$ cat config.mk
export PLATFORM = sky130hd
export DESIGN_NAME = mem_arbiter
export DESIGN_NICKNAME = d
export VERILOG_FILES = /design/src/rtl/mem_arbiter.sv
export SDC_FILE = /design/constraint.sdc
export NUM_CORES = 1
export LEC_CHECK = 0
export BUFFER_PORTS_ARGS = -buffer_cell sky130_fd_sc_hd__buf_2
export CAP_MARGIN = 5
export CORE_ASPECT_RATIO = 1.75
export CORE_MARGIN = 8
export CORE_UTILIZATION = 56
export DETAILED_ROUTE_END_ITERATION = 10
export GPL_TIMING_DRIVEN = 1
export PLACE_DENSITY = 0.89
export SKIP_LAST_GASP = 1
export SLEW_MARGIN = 30
export SYNTH_ARGS = -nofsm -noshare
export SYNTH_HDL_FRONTEND = slang
export SYNTH_SLANG_ARGS = --single-unit
$ cat constraint.sdc
create_clock -name clk -period 2.4 [get_ports clk]
set_clock_uncertainty 0.05 [all_clocks]
set_input_delay 0.12 -clock clk [delete_from_list [all_inputs] [get_ports clk]]
set_output_delay 0.12 -clock clk [all_outputs]
set_load 0.01 [all_outputs]
$ cat src/rtl/mem_arbiter.sv
// Two requesters (A, B) sharing one single-port RAM through a three-state grant FSM.
// Optional ARB_FIXED_PRIO_EN: A wins every idle tie instead of round-robin alternation.
module mem_arbiter #(
  parameter int AW = 3,
  parameter int DW = 4
) (
  input  logic          clk,
  input  logic          rst,
  input  logic          reqA,
  input  logic          reqB,
  input  logic          rwA,
  input  logic          rwB,
  input  logic [AW-1:0] AddrA,
  input  logic [AW-1:0] AddrB,
  input  logic [DW-1:0] DataInA,
  input  logic [DW-1:0] DataInB,
  output logic          gntA,
  output logic          gntB,
  output logic          validA,
  output logic          validB,
  output logic [DW-1:0] DataOutA,
  output logic [DW-1:0] DataOutB
);

  localparam logic [1:0] IDLE  = 2'd0;
  localparam logic [1:0] ACC_A = 2'd1;
  localparam logic [1:0] ACC_B = 2'd2;

  logic [1:0]    state_q, state_d;
  logic          valid_a_q, valid_a_d;
  logic          valid_b_q, valid_b_d;
  logic [DW-1:0] dout_a_q, dout_a_d;
  logic [DW-1:0] dout_b_q, dout_b_d;
  logic [DW-1:0] mem_q [0:(1<<AW)-1];
  logic          wr_en;
  logic [AW-1:0] wr_addr;
  logic [DW-1:0] wr_data;
  logic          tie_to_a;

`ifdef ARB_FIXED_PRIO_EN
  // No service history is kept: an idle tie always goes to A.
  assign tie_to_a = 1'b1;
`else
  // last_b_q is the last-served pointer (1 = B); reset leaves it at B so A wins the first tie.
  logic last_b_q, last_b_d;

  assign tie_to_a = last_b_q;

  always_comb begin
    last_b_d = last_b_q;
    if (state_q == ACC_A)      last_b_d = 1'b0;
    else if (state_q == ACC_B) last_b_d = 1'b1;
  end

  always_ff @(posedge clk) begin
    if (rst) last_b_q <= 1'b1;
    else     last_b_q <= last_b_d;
  end
`endif

  // The port just served is masked, so the same port is never granted twice in a row.
  always_comb begin
    state_d = IDLE;
    case (state_q)
      IDLE: begin
        if (reqA && reqB) state_d = tie_to_a ? ACC_A : ACC_B;
        else if (reqA)    state_d = ACC_A;
        else if (reqB)    state_d = ACC_B;
      end
      ACC_A:   if (reqB) state_d = ACC_B;
      ACC_B:   if (reqA) state_d = ACC_A;
      default: state_d = IDLE;
    endcase
  end

  always_comb begin
    valid_a_d = (state_q == ACC_A) && !rwA;
    valid_b_d = (state_q == ACC_B) && !rwB;
    dout_a_d  = valid_a_d ? mem_q[AddrA] : dout_a_q;
    dout_b_d  = valid_b_d ? mem_q[AddrB] : dout_b_q;
    wr_en     = ((state_q == ACC_A) && rwA) || ((state_q == ACC_B) && rwB);
    wr_addr   = (state_q == ACC_B) ? AddrB : AddrA;
    wr_data   = (state_q == ACC_B) ? DataInB : DataInA;
  end

  always_ff @(posedge clk) begin
    if (rst) begin
      state_q   <= IDLE;
      valid_a_q <= 1'b0;
      valid_b_q <= 1'b0;
      dout_a_q  <= '0;
      dout_b_q  <= '0;
    end else begin
      state_q   <= state_d;
      valid_a_q <= valid_a_d;
      valid_b_q <= valid_b_d;
      dout_a_q  <= dout_a_d;
      dout_b_q  <= dout_b_d;
    end
  end

  // Storage is never cleared, but reset still blocks a write granted in the same cycle.
  always_ff @(posedge clk) begin
    if (!rst && wr_en) mem_q[wr_addr] <= wr_data;
  end

  assign gntA     = (state_q == ACC_A);
  assign gntB     = (state_q == ACC_B);
  assign validA   = valid_a_q;
  assign validB   = valid_b_q;
  assign DataOutA = dout_a_q;
  assign DataOutB = dout_b_q;

endmodule

==> reports/metrics.csv <==
stage,metric,value,unit
floorplanning,die_area,0.006339,sq mm
global_routing,global_route.usage.total,0.1573,
clock_tree,cts_repair_resize_count,0,
clock_tree,ctsRootBufferMaster,clkbuf_8,
global_routing,global_route.overflow_total,0,
power,vdd.ir_drop.worst,0.5582,mV
placed_design,gpl_wtd_cong,0.9057,
synthesis,synth_cells,175,
clock_tree,cts_hold_buffers,0,
floorplanning,placeable_core_area,0.003866,sq mm
power,intPower,1.233,mW
setup_path,worst_ep_required_time,2.33,ns
setup_path,critical_path.endpoint_type,register,
synthesis,synth_seq_cells,45,
placed_design,numPlacedInstances,250,
setup_path,worstReg2RegStart,state_q[0],
min_path,hold_path.class,in -> reg,
clock_tree,cts.clk_slew.worst_paths,0.08,ns
synthesis,predominant_post_synthesis_flop_cell,edfxtp_1,
route,drt_first_pass_iters,4,
synthesis,synth-warning-count,0,
clock_tree,cts_inserted_buffers,5,
route,via_count,1545,
route,postRouteAntennaNets,0,
synthesis,post_synth_instance_area,0.002231,sq mm
final_layout,layout-drive-gt1-share,0.2476,
global_routing,grt_antenna_before_repair,0,
power,power_frac_clock,0.355,
final_layout,synthToLayoutAreaGrowth,12.06,%
clock_tree,h-tree-depth,2,
floorplanning,std_cell_rows,30,
placed_design,hpwl_after_detailed_placement,3.643,mm
sta,maxClockFrequency,0.5043,GHz
power,netSwitchingFraction,0.2298,
sta,timing.final.setup_violations,0,
power,power_switching,0.3679,mW
setup_path,crit_fanout,4,
global_routing,number_of_global_route_vias_before_repair,1598,
synthesis,synth-async-reset-ratio,0,
outcome,outcome,"complete, no violations",
sta,maxSlewViolCount,0,
clock_tree,tritoncts_clock_tree,yes,
route,first_iter_violations,69,
route,route.final.wire_length,4.778,mm
sta,rsz0062_at_grt,no,
final_layout,final.fill_count,294,
clock_tree,cts.path.max_buffers,2,
route,detail_route.wl_per_cell,18.52,microns
setup_path,r2r_cells,5,
min_path,worstHoldPathCells,2,
sta,final_hold_viol_count,0,
sta,max-slew-margin-rel,0.6237,
global_routing,grt_max_degree,17,
setup_path,cp_data_arrival_time,1.91,ns
floorplanning,die_height,99.50,microns
setup_path,path_class,reg -> reg,
power,pwr_density_cell,640.3,mW/mm^2
clock_tree,post_cts_buffers,0,
final_layout,n_antenna_cell,0,
final_layout,finalNonFillerCells,258,
sta,timing.final.crit_period,1.983,ns
flow_run,max-cap-violations,0,
sta,totalNegativeSetupSlack,0,ns
sta,slew_at_the_pin_with_the_worst_max_slew_slack,0.5645,ns
floorplanning,initial_core_util,0.5770,
final_layout,nets,234,
global_routing,grt_first_pass_wirelength,7.790,mm
min_path,worst_hold_startpoint,reqA,
synthesis,synth_edf_count,32,
floorplanning,io_pins,32,
floorplanning,die_width,63.71,microns
clock_tree,cts.sink_count,45,
setup_path,setup.worst_path.start,state_q[0],
power,pwr-share-comb,0.111,
route,route.detailed.drc,0,
synthesis,synthesis.area_per_instance,12.75,sq um
clock_tree,clkLatencyLatePin,0.31,ns
power,p_leak,0.9657,nW
route,detail_route.vias_per_cell,5.988,
power,power_frac_seq,0.534,
placed_design,io_buffers,31,
setup_path,worst_setup_path_start_kind,register,
sta,period_share,0.8262,
synthesis,syn_nets,200,
synthesis,synth_sequential_area_ratio,0.5474,
synthesis,synthDistinctLibCells,21,
critical path: stages (launching register included):
cell	delay, ns
dfxtp_1	0.36
inv_1	0.08
ha_1	0.24
mux2i_1	0.14
or3_1	0.45
nor2_1	0.33
worst paths after layout:
kind / slack (ns) / end
max reg2reg: 0.42 / mem_q[5][1]
min: 0.04 / state_q[0]
min reg2reg: 0.48 / DataOutA[2]
max: 0.42 / mem_q[5][1]
routing by layer:
metal,part of all wire,up-vias,global-route usage
met5,0,-,0
met4,0.017,0,0.05699
met3,0.082,8,0.05743
met2,0.54,69,0.2936
met1,0.36,746,0.1510
li1,-,722,-
logic make-up (layout without fill, tap and decap cells):
kind of cell	after synthesis	count (layout)	share of synthesized area
compound gates	29	29	0.08412
mux	40	40	0.1817
flops	45	45	0.5474
buf+inv	8	43	0.03590
fa+ha+maj	5	5	0.02804
simple gates	48	48	0.1228
power by group through the flow:
stage                     clock, mW  combinational [mW]  sequential [mW]
after floorplan                   0               0.122            0.875
after global placement            0               0.171            0.872
after detailed placement          0               0.175            0.873
after CTS                     0.569               0.176            0.855
after global routing          0.606               0.193            0.857
final                         0.568               0.177            0.855
cell type report:
cell class,count,area [sq um],share of cell area
clock buffers,6,72.57,0.02903
clock inverters,2,38.79,0.01552
inverters,2,7.507,0.003003
multi-input cells,122,929.6,0.3719
repair buffers,33,170.2,0.06807
well taps,48,60.06,0.02402
flip-flops and latches,45,1221,0.4885
cell usage after synthesis, types with 3 or more instances:
cell       n  area [sq um]
nor3_2     8         80.08
nor2_1    21         78.83
dfxtp_1   13         260.3
edfxtp_1  32         960.9
nand2_1    3         11.26
mux2_2     4         45.04
ha_1       5         62.56
a22oi_1   17         127.6
mux2i_1   36         360.4
nand2b_1   4         25.02
nor2b_1    6         37.54
a21oi_1   11         55.05
registers in the layout, indices dropped and copies added, names as in the netlist:
name      cells
DataOutB      4
mem_q        32
state_q       2
validB        1
validA        1
last_b_q      1
DataOutA      4
through the flow:
| stage | utilization | hold slack, ns | worst slack [ns] | power (mW) | instance area [sq um] |
|---|---|---|---|---|---|
| final | 0.6466 | 0.04110 | 0.4170 | 1.601 | 2500 |
| after global routing | 0.6466 | 0.04895 | 0.3563 | 1.656 | 2500 |
| after CTS | 0.6466 | 0.05006 | 0.4151 | 1.601 | 2500 |
| after detailed placement | 0.6178 | 0.3627 | 0.4134 | 1.048 | 2389 |
| after global placement | 0.6178 | 0.3661 | 0.5184 | 1.044 | 2389 |
| after floorplan | - | 0.1493 | 0.6289 | 0.9973 | 2231 |
cells in the final DEF (no fill, tap or decap):
| master | instances |
|---|---|
| a21oi_1 | 11 |
| a22oi_1 | 17 |
| and2_1 | 2 |
| buf_2 | 31 |
| buf_4 | 2 |
| bufinv_16 | 1 |
| clkbuf_1 | 1 |
| clkbuf_8 | 5 |
| clkinv_4 | 1 |
| dfxtp_1 | 13 |
| edfxtp_1 | 32 |
| ha_1 | 5 |
| inv_1 | 2 |
| mux2_2 | 4 |
| mux2i_1 | 36 |
| nand2_1 | 3 |
| nand2b_1 | 4 |
| nor2_1 | 21 |
| nor2b_1 | 6 |
| nor3_1 | 1 |
| nor3_2 | 8 |
| nor4b_1 | 2 |
| o21ai_0 | 1 |
| or3_1 | 1 |
(Power assumes the default switching activity.)
